$ cat src/rtl/tiny_soc_mem_pkg.sv
// Shared types for the tiny SoC memory front-end: response metadata carried
// through the read-latency pipe, and byte-strobe to bit-mask expansion.
package tiny_soc_mem_pkg;

  localparam int MaxPorts = 8;
  localparam int PortIdxW = $clog2(MaxPorts);

  typedef logic [31:0] addr_t;
  typedef logic [63:0] data_t;
  typedef logic [7:0]  strb_t;

  typedef struct packed {
    logic [PortIdxW-1:0] port_idx;
    logic                err;
    logic                is_read;
  } resp_meta_t;

  function automatic data_t strb_to_mask(input strb_t strb);
    data_t m;
    m = '0;
    for (int unsigned i = 0; i < $bits(strb_t); i++) begin
      m[8*i +: 8] = {8{strb[i]}};
    end
    return m;
  endfunction

endpackage

$ cat src/rtl/tiny_soc_rr_arbiter.sv
// Round-robin arbiter: combinational one-hot grant searching upward from a
// pointer with wrap-around; pointer moves past the winner after each grant.
module tiny_soc_rr_arbiter #(
  parameter int NumPorts = 2,
  localparam int PtrW    = (NumPorts > 1) ? $clog2(NumPorts) : 1
) (
  input  logic                i_clk,
  input  logic                i_rst_n,
  input  logic [NumPorts-1:0] i_req,
  output logic [NumPorts-1:0] o_gnt,
  output logic                o_valid,
  output logic [PtrW-1:0]     o_idx
);

  logic [PtrW-1:0] r_ptr;

  always_comb begin
    int unsigned p;
    p       = 0;
    o_gnt   = '0;
    o_valid = 1'b0;
    o_idx   = '0;
    // Grants are suppressed while reset is held so nothing reaches the SRAM.
    if (i_rst_n) begin
      for (int unsigned off = 0; off < NumPorts; off++) begin
        p = (32'(r_ptr) + off) % NumPorts;
        if (!o_valid && i_req[p]) begin
          o_gnt[p] = 1'b1;
          o_valid  = 1'b1;
          o_idx    = PtrW'(p);
        end
      end
    end
  end

  always_ff @(posedge i_clk or negedge i_rst_n) begin
    if (!i_rst_n) begin
      r_ptr <= '0;
    end else if (o_valid) begin
      r_ptr <= (32'(o_idx) == NumPorts - 1) ? '0 : o_idx + 1'b1;
    end
  end

endmodule

$ cat src/rtl/tiny_soc_mem_arbiter.sv
// Multi-port SRAM front-end: round-robin arbitration, address relocation,
// fixed-latency responses and end-of-benchmark capture. TINY_SOC_MEM_STATS_EN adds counters.
module tiny_soc_mem_arbiter
  import tiny_soc_mem_pkg::*;
#(
  parameter int                   NumPorts   = 2,
  parameter int                   AddrWidth  = 32,
  parameter int                   DataWidth  = 64,
  parameter int                   NumWords   = 1 << 17,
  parameter logic [AddrWidth-1:0] RelocBase  = 32'h8000_0000,
  parameter int                   MemLatency = 1,
  parameter logic [AddrWidth-1:0] EobAddr    = 32'h0000_0000,
  localparam int                  StrbWidth  = DataWidth / 8
) (
  input  logic                            clk_i,
  input  logic                            rst_ni,
  input  logic [NumPorts-1:0]             req_i,
  output logic [NumPorts-1:0]             gnt_o,
  input  logic [NumPorts-1:0]             we_i,
  input  logic [NumPorts*AddrWidth-1:0]   addr_i,
  input  logic [NumPorts*StrbWidth-1:0]   be_i,
  input  logic [NumPorts*DataWidth-1:0]   wdata_i,
  output logic [NumPorts-1:0]             rvalid_o,
  output logic [DataWidth-1:0]            rdata_o,
  output logic                            err_o,
  output logic                            mem_req_o,
  output logic                            mem_we_o,
  output logic [$clog2(NumWords)-1:0]     mem_addr_o,
  output logic [DataWidth-1:0]            mem_wdata_o,
  output logic [DataWidth-1:0]            mem_wmask_o,
  input  logic [DataWidth-1:0]            mem_rdata_i,
  output logic                            eob_valid_o,
  output logic [31:0]                     eob_code_o
`ifdef TINY_SOC_MEM_STATS_EN
  ,
  output logic [NumPorts*32-1:0]          stat_grants_o,
  output logic [31:0]                     stat_errs_o
`endif
);

  localparam int OffW = $clog2(StrbWidth);
  localparam int PtrW = (NumPorts > 1) ? $clog2(NumPorts) : 1;

  logic                 w_valid;
  logic [PtrW-1:0]      w_idx;
  logic                 w_we;
  logic [AddrWidth-1:0] w_addr;
  logic [StrbWidth-1:0] w_be;
  logic [DataWidth-1:0] w_wdata;
  logic [AddrWidth-1:0] w_word;
  logic                 w_in_range;
  logic                 w_is_eob;
  logic                 w_sram;
  logic                 w_err;
  resp_meta_t           w_meta;
  resp_meta_t           w_out;
  logic                 w_out_vld;

  logic                 r_vld  [MemLatency];
  resp_meta_t           r_meta [MemLatency];
  logic                 r_eob_valid;
  logic [31:0]          r_eob_code;

  tiny_soc_rr_arbiter #(.NumPorts(NumPorts)) u_arb (
    .i_clk   (clk_i),
    .i_rst_n (rst_ni),
    .i_req   (req_i),
    .o_gnt   (gnt_o),
    .o_valid (w_valid),
    .o_idx   (w_idx)
  );

  always_comb begin
    w_we    = 1'b0;
    w_addr  = '0;
    w_be    = '0;
    w_wdata = '0;
    for (int unsigned p = 0; p < NumPorts; p++) begin
      if (gnt_o[p]) begin
        w_we    = we_i[p];
        w_addr  = addr_i[p*AddrWidth +: AddrWidth];
        w_be    = be_i[p*StrbWidth +: StrbWidth];
        w_wdata = wdata_i[p*DataWidth +: DataWidth];
      end
    end
  end

  // Subtraction wraps, so addresses below RelocBase land far out of range.
  assign w_word     = (w_addr - RelocBase) >> OffW;
  assign w_in_range = (w_word < AddrWidth'(NumWords));
  assign w_is_eob   = w_valid && w_we && (w_addr == EobAddr);
  assign w_sram     = w_valid && !w_is_eob && w_in_range;
  assign w_err      = w_valid && !w_is_eob && !w_in_range;

  assign mem_req_o   = w_sram;
  assign mem_we_o    = w_sram && w_we;
  assign mem_addr_o  = w_word[$clog2(NumWords)-1:0];
  assign mem_wdata_o = w_wdata;

  if (DataWidth == $bits(data_t)) begin : g_mask_pkg
    assign mem_wmask_o = strb_to_mask(w_be);
  end else begin : g_mask_loop
    always_comb begin
      mem_wmask_o = '0;
      for (int unsigned i = 0; i < StrbWidth; i++) begin
        mem_wmask_o[8*i +: 8] = {8{w_be[i]}};
      end
    end
  end

  always_comb begin
    w_meta          = '0;
    w_meta.port_idx = PortIdxW'(w_idx);
    w_meta.err      = w_err;
    w_meta.is_read  = !w_we;
  end

  always_ff @(posedge clk_i or negedge rst_ni) begin
    if (!rst_ni) begin
      for (int unsigned i = 0; i < MemLatency; i++) begin
        r_vld[i]  <= 1'b0;
        r_meta[i] <= '0;
      end
    end else begin
      r_vld[0]  <= w_valid;
      r_meta[0] <= w_meta;
      for (int unsigned i = 1; i < MemLatency; i++) begin
        r_vld[i]  <= r_vld[i-1];
        r_meta[i] <= r_meta[i-1];
      end
    end
  end

  assign w_out_vld = r_vld[MemLatency-1];
  assign w_out     = r_meta[MemLatency-1];

  always_comb begin
    rvalid_o = '0;
    for (int unsigned p = 0; p < NumPorts; p++) begin
      rvalid_o[p] = w_out_vld && (w_out.port_idx == PortIdxW'(p));
    end
  end

  assign err_o   = w_out_vld && w_out.err;
  assign rdata_o = (w_out_vld && w_out.is_read && !w_out.err) ? mem_rdata_i : '0;

  always_ff @(posedge clk_i or negedge rst_ni) begin
    if (!rst_ni) begin
      r_eob_valid <= 1'b0;
      r_eob_code  <= '0;
    end else if (w_is_eob && !r_eob_valid) begin
      r_eob_valid <= 1'b1;
      r_eob_code  <= w_wdata[31:0];
    end
  end

  assign eob_valid_o = r_eob_valid;
  assign eob_code_o  = r_eob_code;

`ifdef TINY_SOC_MEM_STATS_EN
  logic [31:0] r_grant_cnt [NumPorts];
  logic [31:0] r_err_cnt;

  always_ff @(posedge clk_i or negedge rst_ni) begin
    if (!rst_ni) begin
      for (int unsigned p = 0; p < NumPorts; p++) r_grant_cnt[p] <= '0;
      r_err_cnt <= '0;
    end else begin
      for (int unsigned p = 0; p < NumPorts; p++) begin
        if (gnt_o[p] && (r_grant_cnt[p] != '1)) r_grant_cnt[p] <= r_grant_cnt[p] + 1'b1;
      end
      if (w_err && (r_err_cnt != '1)) r_err_cnt <= r_err_cnt + 1'b1;
    end
  end

  always_comb begin
    stat_grants_o = '0;
    for (int unsigned p = 0; p < NumPorts; p++) stat_grants_o[p*32 +: 32] = r_grant_cnt[p];
  end
  assign stat_errs_o = r_err_cnt;
`endif

endmodule

$ cat config.mk
export PLATFORM = sky130hd
export DESIGN_NAME = tiny_soc_mem_arbiter
export DESIGN_NICKNAME = d
export VERILOG_FILES = /design/src/rtl/tiny_soc_mem_pkg.sv /design/src/rtl/tiny_soc_rr_arbiter.sv /design/src/rtl/tiny_soc_mem_arbiter.sv
export SDC_FILE = /design/constraint.sdc
export NUM_CORES = 1
export LEC_CHECK = 0
export CAP_MARGIN = 20
export CORE_AREA = 5 5 201 203
export DETAILED_ROUTE_END_ITERATION = 7
export DIE_AREA = 0 0 206 208
export GPL_TIMING_DRIVEN = 0
export MAX_ROUTING_LAYER = met4
export PLACE_DENSITY = 0.39
export SYNTH_ARGS = -nofsm -noshare
export SYNTH_HDL_FRONTEND = slang
export SYNTH_HIERARCHICAL = 1
export SYNTH_SLANG_ARGS = --single-unit
$ cat constraint.sdc
create_clock -name clk_i -period 5.45 [get_ports clk_i]
set_clock_uncertainty 0.2 [all_clocks]
set_input_delay 1.3625 -clock clk_i [delete_from_list [all_inputs] [get_ports clk_i]]
set_output_delay 1.3625 -clock clk_i [all_outputs]
set_load 0.02 [all_outputs]
==> impl_metrics.yaml, run 1 <==
die:
  die_y_um: 208
  num_rows: 72
  core_area_mm2: 0.0383
  initial_core_util: 0.0980
  die_w_um: 206
  dieArea_mm2: 0.0428
  pin_count: 527
drt:
  route.detailed.drc: 0
  ant_nets: 0
  dr.first_iter.drc_count: 136
  firstDrtPassIters: 4
  wl_per_cell_um: 19.6
  finalWirelength_mm: 28.3
  vias: 5037
  viasPerCell: 3.48
logic_synthesis:
  ys_seq_area_frac: 0.253
  ys_ff_latch: 38
  syn_nets: 664
  yosys_warnings: 6
  netlist_instances: 386
  synth_cell_types: 33
  synth_area_mm2: 0.00375
  avgSynthCellArea_um2: 9.72
timing:
  fin_crit_ns: 5.25
  drv_slew: 0
  slew_headroom: 0.559
  finalSetupViolCount: 0
  clock.fmax_mhz: 190
  tns_ns: 0
  hold_viol_final: 0
  rsz0062_at_grt: "false"
  post-route-period-util: 0.964
  worst_slew_pin_slew_ns: 0.656
placed_design:
  port_buffers: 526
  hpwlAfterDp_mm: 25.1
  dp.cells: 1431
  gp_congestion: 0.759
clock_network:
  numCtsBuffers: 5
  clkSlewWorstSetupHoldPaths_ns: 0.06
  clk_root_buffer_cell: "clkbuf_16"
  clock-sinks: 38
  htree_levels: 2
  clkLatencyLatePin_ns: 0.28
  cts_tree: "done"
  clk_path_buf_depth: 2
  holdBufCountCts: 0
finish:
  area_growth_pct: 165
  drive_gt1_frac: 0.217
  nets: 1204
  fin_util: 0.260
  instances_no_fill: 1447
critical_path:
  end_kind: "output port"
  crit_path_start_kind: "input port"
  critPathMaxFanout: 4
  critical_path_class: "in -> out"
  crit_required_ns: 3.89
  worst_ep_arrival_time_ns: 3.69
global_routing:
  grt_util_all_layers: 0.124
  grt_pass1_vias: 5489
  antenna_found_initial: 2
  grt_max_degree: 31
  grt_pass1_wl_mm: 38.2
  gr-total-overflow: 0
outcome:
  outcome: "completed"
pwr:
  peakVddDrop_mv: 0.0860
  leakagePower_nw: 4.34
  power.density_mw_per_mm2: 156
  finalPower_w: 0.00155
hold_path:
  holdCritPathClass: "reg -> reg"
run:
  maxCapViolCount: 0
[final timing paths]
path	end	slack (ns)	cells after the start	startpoint
worst max-delay path	mem_req_o	0.20	10	req_i[1]
worst min-delay path	eob_code_o[28]	0.31	1	eob_code_o[28]
worst max register to register	eob_code_o[12]	2.59	10	u_arb/r_ptr
worst min register to register	eob_code_o[28]	0.31	1	eob_code_o[28]
max in group asynchronous	eob_code_o[20]	3.99	2	rst_ni
min in group asynchronous	eob_code_o[25]	0.70	1	rst_ni
[metal layers]
| metal | GRT usage | wire length, um | vias to the layer above |
|---|---|---|---|
| met4 | 0.0170 | 340 | 0 |
| li1 | - | - | 2434 |
| met5 | - | 0 | - |
| met3 | 0.0277 | 2310 | 17 |
| met1 | 0.126 | 10100 | 2264 |
| met2 | 0.246 | 15500 | 322 |
[flip-flops by register name (all words and copies together), names as in the netlist]
name / cells
eob_valid_o: 1
r_vld: 1
eob_code_o: 32
u_arb/r_ptr: 1
r_meta: 3
[synthesized netlist by cell type (all sizes together)]
library cell	count	area (um^2)
nor2	8	30.0
nor3	5	25.0
a22o	86	788
clkbuf	21	129
and3	2	12.5
inv	3	11.3
o21ai	5	25.0
o21a	1	7.51
a221oi	1	8.76
dfrtp	38	951
mux2	32	473
buf	66	523
nand3b	2	15.0
a2111oi	1	27.5
nor4	11	103
nand4	4	40.0
nand2	17	63.8
o41ai	1	8.76
nor2b	2	12.5
and2	66	413
a22oi	2	20.0
a21oi	10	53.8
nand2b	2	12.5
[critical path, stage by stage]
cell and delay, ns:
clkdlybuf4s50_1 0.54, nand2_1 0.13, a21oi_4 0.19, buf_4 0.15, nand2b_1 0.21, a22oi_1 0.16
nor4_4 0.32, nand2_1 0.14, nor2_1 0.11, dlygate4sd2_1 0.39
[logic make-up after synthesis]
logic type / share of synthesized area
simple gates: 0.194
mux: 0.126
flops: 0.253
compound gates: 0.250
buf+inv: 0.177
[layout by cell type, fill, tap and decap left out, drive strengths merged]
master / instances
clkdlybuf4s50: 416
a22o: 86
buf: 76
and2: 66
dlygate4sd2: 65
clkdlybuf4s15: 39
dfrtp: 38
mux2: 32
clkbuf: 30
nand2: 17
nor4: 11
a21oi: 10
nor2: 8
o21ai: 5
nor3: 5
nand4: 4
inv: 3
diode: 2
nor2b: 2
nand3b: 2
nand2b: 2
and3: 2
a22oi: 2
o41ai: 1
a221oi: 1
a2111oi: 1
clkinv: 1
dlymetal6s2s: 1
o21a: 1
[metrics by stage]
stage | area, um^2 | hold WS (ns) | setup slack [ns]
after floorplan | 3750 | 0.332 | 0.520
after global placement | 9670 | 0.290 | -2.69
after detailed placement | 9680 | 0.290 | -1.17
after CTS | 9890 | 0.311 | -0.0113
after global routing | 9960 | 0.318 | 0.00950
final | 9960 | 0.306 | 0.197
[area by class of cell]
class / count / area, um^2
Clock inverter: 1 / 5.00
Inverter: 3 / 11.3
Timing Repair Buffer: 533 / 5290
Clock buffer: 7 / 143
Buffer: 87 / 688
Fill cell: 4169 / 28300
Multi-Input combinational cell: 258 / 2220
Sequential cell: 38 / 951
Tap cell: 518 / 648
Antenna cell: 2 / 5.00
[power by group]
group	internal, W	switching (W)	leakage, nW
logic	0.000509	0.000417	3.75
clock network	0.000182	0.000120	0.0739
registers	0.000308	0.0000158	0.515
[timing repair]
action	CTS	global route
buffers inserted	4	1
endpoints found under the setup margin	147	118
gates cloned	0	1
pin swaps	1	0
resized for setup	198	19
Power figures use the tool's default switching activity.
==> run 2: changes to the inputs <==
==> constraint.sdc (replaced) <==
create_clock -name clk_i -period 5.45 [get_ports clk_i]
set_clock_uncertainty 0.2 [all_clocks]
set_input_delay 1.3625 -clock clk_i [delete_from_list [all_inputs] [get_ports clk_i]]
set_output_delay 1.3625 -clock clk_i [all_outputs]
set_load 0.05 [all_outputs]
==> impl_metrics.yaml, run 2 (same netlist as run 1, synthesis figures left out) <==
drt:
  ant_nets: 0
  wl_per_cell_um: 19.6
  dr.first_iter.drc_count: 149
  route.detailed.drc: 0
  vias: 5030
  viasPerCell: 3.50
  finalWirelength_mm: 28.2
  firstDrtPassIters: 4
critical_path:
  end_kind: "output port"
  critPathMaxFanout: 10
  worst_ep_arrival_time_ns: 3.73
  rr_startpoint: "u_arb/r_ptr"
  crit_path_start_kind: "input port"
  critical_path_class: "in -> out"
  critPathTopFamily: "buffers and inverters"
  worstPathCellList: "clkdlybuf4s50_1 -> nand2_1 -> a21oi_4 -> clkbuf_8 -> buf_6 -> buf_2 -> a22o_4 -> buf_4 -> clkbuf_4"
  cpMaxStageDelayCell: "clkdlybuf4s50_1"
  cp_slowest_stage_delay_ns: 0.55
  critPathBufInv: 6
  crit_start: "req_i[1]"
  crit_required_ns: 3.89
run:
  maxCapViolCount: 0
finish:
  nets: 1199
  multi_input_area_mm2: 0.00223
  ff_latch_area_um2: 951
  drive_gt1_frac: 0.304
  fillCellCount: 4169
  layout_commonest_cell: "clkdlybuf4s50_1"
  fin_util: 0.250
  largest_reg_flops: 32
  area_growth_pct: 154
  layout_common_cells: "clkdlybuf4s50_1, buf_4, and2_1"
timing:
  clock.fmax_mhz: 189
  post-route-period-util: 0.972
  rsz0062_at_grt: "false"
  slew_headroom: 0.473
  finalWorstSetupSlack_ns: 0.155
  fin_crit_ns: 5.30
  finalSetupViolCount: 0
  tns_ns: 0
  whs_ns: 0.303
  worst_slew_pin_slew_ns: 0.788
  hold_viol_final: 0
  drv_slew: 0
global_routing:
  grt_pass1_wl_mm: 38.7
  grt_pass1_vias: 5536
  grt_max_degree: 30
  grt_util_all_layers: 0.126
  antenna_found_initial: 2
  gr-total-overflow: 0
placed_design:
  post-place-ws_ns: -1.19
  gp_congestion: 0.778
  hpwlAfterDp_mm: 24.8
  port_buffers: 526
hold_path:
  holdCritPathClass: "reg -> reg"
  hold_start: "eob_code_o[20]"
clock_network:
  clk_path_buf_depth: 2
  clkSlewWorstSetupHoldPaths_ns: 0.06
  clock-sinks: 38
  htree_levels: 2
  clk_root_buffer_cell: "clkbuf_16"
  cts_tree: "done"
  numCtsBuffers: 5
  clkLatencyLatePin_ns: 0.28
die:
  die_w_um: 206
  core_area_mm2: 0.0383
  pin_count: 527
  die_y_um: 208
  dieArea_mm2: 0.0428
  num_rows: 72
  initial_core_util: 0.0980
pwr:
  peakVddDrop_mv: 0.119
  power.density_mw_per_mm2: 190
  leakagePower_nw: 4.30
outcome:
  outcome: "completed"
-- run 2: layout make-up --
class / instances / area share
timing repair buffer: 528 / 0.512
multi-input combinational: 258 / 0.233
sequential: 38 / 0.0995
buffer: 87 / 0.0710
tap: 518 / 0.0678
clock buffer: 6 / 0.0145
inverter: 3 / 0.00118
antenna: 1 / 0.000262
-- run 2: per-stage QoR --
step	instances	power, W	instance area [um^2]
4_1_cts	1437	0.00186	9690
3_5_place_dp	1431	0.00159	9690
2_1_floorplan	386	0.00103	3770
5_1_grt	1439	0.00190	9550
3_3_place_gp	1430	0.00159	9680
6_report	1439	0.00182	9550
-- run 2: worst paths after layout --
check                             endpoint  slack, ns  depth (start not counted)
setup / recovery           mem_wmask_o[25]       0.15                          9
hold / removal              eob_code_o[20]       0.30                          1
setup reg to reg            eob_code_o[15]       2.64                          8
hold reg to reg             eob_code_o[20]       0.30                          1
max in group asynchronous   eob_code_o[10]       3.91                          2
min in group asynchronous   eob_code_o[11]       0.73                          1
-- run 2: metal layers --
layer	part of all wire	global-route usage	wire (um)
met3	0.085	0.0315	2380
met4	0.0077	0.0128	216
met1	0.36	0.129	9990
met2	0.55	0.247	15600
met5	0	-	0
-- run 2: timing repair --
item / 4_1_cts / 5_1_grt
hold buffers: 0 / 0
gates resized for setup: 559 / 98
setup endpoints to repair: 146 / 105
setup buffers: 0 / 1
pin swaps: 1 / 1
hold endpoints to repair: 0 / 0
-- run 2: power by group --
part,internal (W),total [W],switching [W]
sequential,0.000308,0.000324,0.0000160
combinational,0.000486,0.00121,0.000720
clock,0.000177,0.000290,0.000113
==> run 3: changes to the inputs <==
--- a/config.mk
+++ b/config.mk
@@ -12,6 +12,7 @@
 export GPL_TIMING_DRIVEN = 0
 export MAX_ROUTING_LAYER = met4
 export PLACE_DENSITY = 0.39
+export SLEW_MARGIN = 25
 export SYNTH_ARGS = -nofsm -noshare
 export SYNTH_HDL_FRONTEND = slang
 export SYNTH_HIERARCHICAL = 1
==> impl_metrics.yaml, run 3 (same netlist as run 1, synthesis figures left out) <==
outcome:
  outcome: "completed"
critical_path:
  critPathTopFamily: "buffers and inverters"
  critPathBufInv: 6
  critical_path_class: "in -> out"
  critPathMaxFanout: 10
  r2r_slack_ns: 2.64
  reg2reg_depth: 8
  cp_slowest_stage_delay_ns: 0.54
  worst_ep_arrival_time_ns: 3.72
  rr_startpoint: "u_arb/r_ptr"
  reg2reg_to: "eob_code_o[13]"
  cpMaxStageDelayCell: "clkdlybuf4s50_1"
  crit_path_start_kind: "input port"
  end_kind: "output port"
  crit_required_ns: 3.89
  worstPathCellList: "clkdlybuf4s50_1 -> nand2_1 -> a21oi_4 -> clkbuf_8 -> buf_6 -> buf_2 -> a22o_4 -> buf_4 -> clkbuf_4"
drt:
  finalWirelength_mm: 28.1
  wl_per_cell_um: 19.5
  firstDrtPassIters: 4
  dr.first_iter.drc_count: 122
  route.detailed.drc: 0
  vias: 5050
  viasPerCell: 3.51
  ant_nets: 0
finish:
  fillCellCount: 4221
  layout_commonest_cell: "clkdlybuf4s50_1"
  area_growth_pct: 154
  largest_reg_flops: 32
  fin_area_mm2: 0.00954
  drive_gt1_frac: 0.304
  layout_common_cells: "clkdlybuf4s50_1, buf_4, and2_1"
  nets: 1199
hold_path:
  min_to: "eob_code_o[27]"
  holdCritPathClass: "reg -> reg"
  min_delay_path_depth: 1
  hold_start: "eob_code_o[27]"
pwr:
  finalPower_w: 0.00181
  leakagePower_nw: 4.31
  peakVddDrop_mv: 0.108
  power.density_mw_per_mm2: 190
timing:
  tns_ns: 0
  post-route-period-util: 0.969
  whs_ns: 0.307
  fin_crit_ns: 5.28
  drv_slew: 0
  hold_viol_final: 0
  worst_slew_pin_slew_ns: 0.762
  finalWorstSetupSlack_ns: 0.172
  finalSetupViolCount: 0
  clock.fmax_mhz: 189
  slew_headroom: 0.490
clock_network:
  clk_path_buf_depth: 2
  numCtsBuffers: 5
  clk_root_buffer_cell: "clkbuf_16"
  clkLatencyLatePin_ns: 0.28
  htree_levels: 2
  clkSlewWorstSetupHoldPaths_ns: 0.06
  cts_tree: "done"
  clock-sinks: 38
die:
  die_y_um: 208
  initial_core_util: 0.0980
  core_area_mm2: 0.0383
  num_rows: 72
  die_w_um: 206
  pin_count: 527
  dieArea_mm2: 0.0428
global_routing:
  grt_util_all_layers: 0.125
  grt_pass1_wl_mm: 38.5
  antenna_found_initial: 3
  grt_max_degree: 29
  gr-total-overflow: 0
  grt_pass1_vias: 5594
placed_design:
  port_buffers: 526
  hpwlAfterDp_mm: 24.8
  gp_congestion: 0.778
  placed_area_mm2: 0.00969
  post-place-ws_ns: -1.19
run:
  maxCapViolCount: 0
[run 3: cell count changes in the layout (fill, tap and decap cells not counted), moves of 3 or more]
cell | before | now
buf_2 | 48 | 52
buf_4 | 104 | 101
clkdlybuf4s15_2 | 9 | 2
clkdlybuf4s18_2 | 3 | 8
[run 3: how the worst max path moves through the flow]
stage,end,cells after the start,from
6_report,mem_wmask_o[29],9,req_i[1]
5_1_grt,mem_wdata_o[53],11,rst_ni
4_1_cts,mem_wmask_o[29],11,req_i[0]
3_3_place_gp,mem_wmask_o[31],11,rst_ni
3_5_place_dp,mem_wmask_o[31],10,rst_ni
2_1_floorplan,mem_wmask_o[10],9,rst_ni
[run 3: stage by stage]
step	instances	utilization
6_report	1440	0.249
5_1_grt	1440	0.249
4_1_cts	1437	0.253
3_5_place_dp	1431	0.253
3_3_place_gp	1430	0.253
2_1_floorplan	386	-
[run 3: routing by layer]
metal,global-route usage,up-vias,share of wire
met2,0.246,283,0.55
met1,0.126,2322,0.36
met3,0.0293,17,0.083
met5,-,-,0
met4,0.0172,0,0.0094
li1,-,2428,-
[run 3: cell type report]
| type | count | area [um^2] | area share |
|---|---|---|---|
| repair buffers | 528 | 4870 | 0.511 |
| multi-input cells | 258 | 2230 | 0.234 |
| flip-flops and latches | 38 | 951 | 0.0997 |
| plain buffers | 87 | 677 | 0.0710 |
| well taps | 518 | 648 | 0.0680 |
| clock buffers | 6 | 139 | 0.0146 |
| inverters | 3 | 11.3 | 0.00118 |
| diodes | 2 | 5.00 | 0.000525 |
[run 3: repair_timing]
action                                  in CTS  in global routing
endpoints found under the setup margin     146                107
resized for setup                          557                106
pin swaps                                    1                  1
hold buffers                                 0                  0
setup buffers                                0                  1
[run 3: power breakdown]
group,switching [W],internal [W],leakage (nW)
clock,0.000109,0.000177,0.0688
sequential,0.0000161,0.000308,0.515
combinational,0.000719,0.000485,3.73
total,0.000844,0.000969,4.31
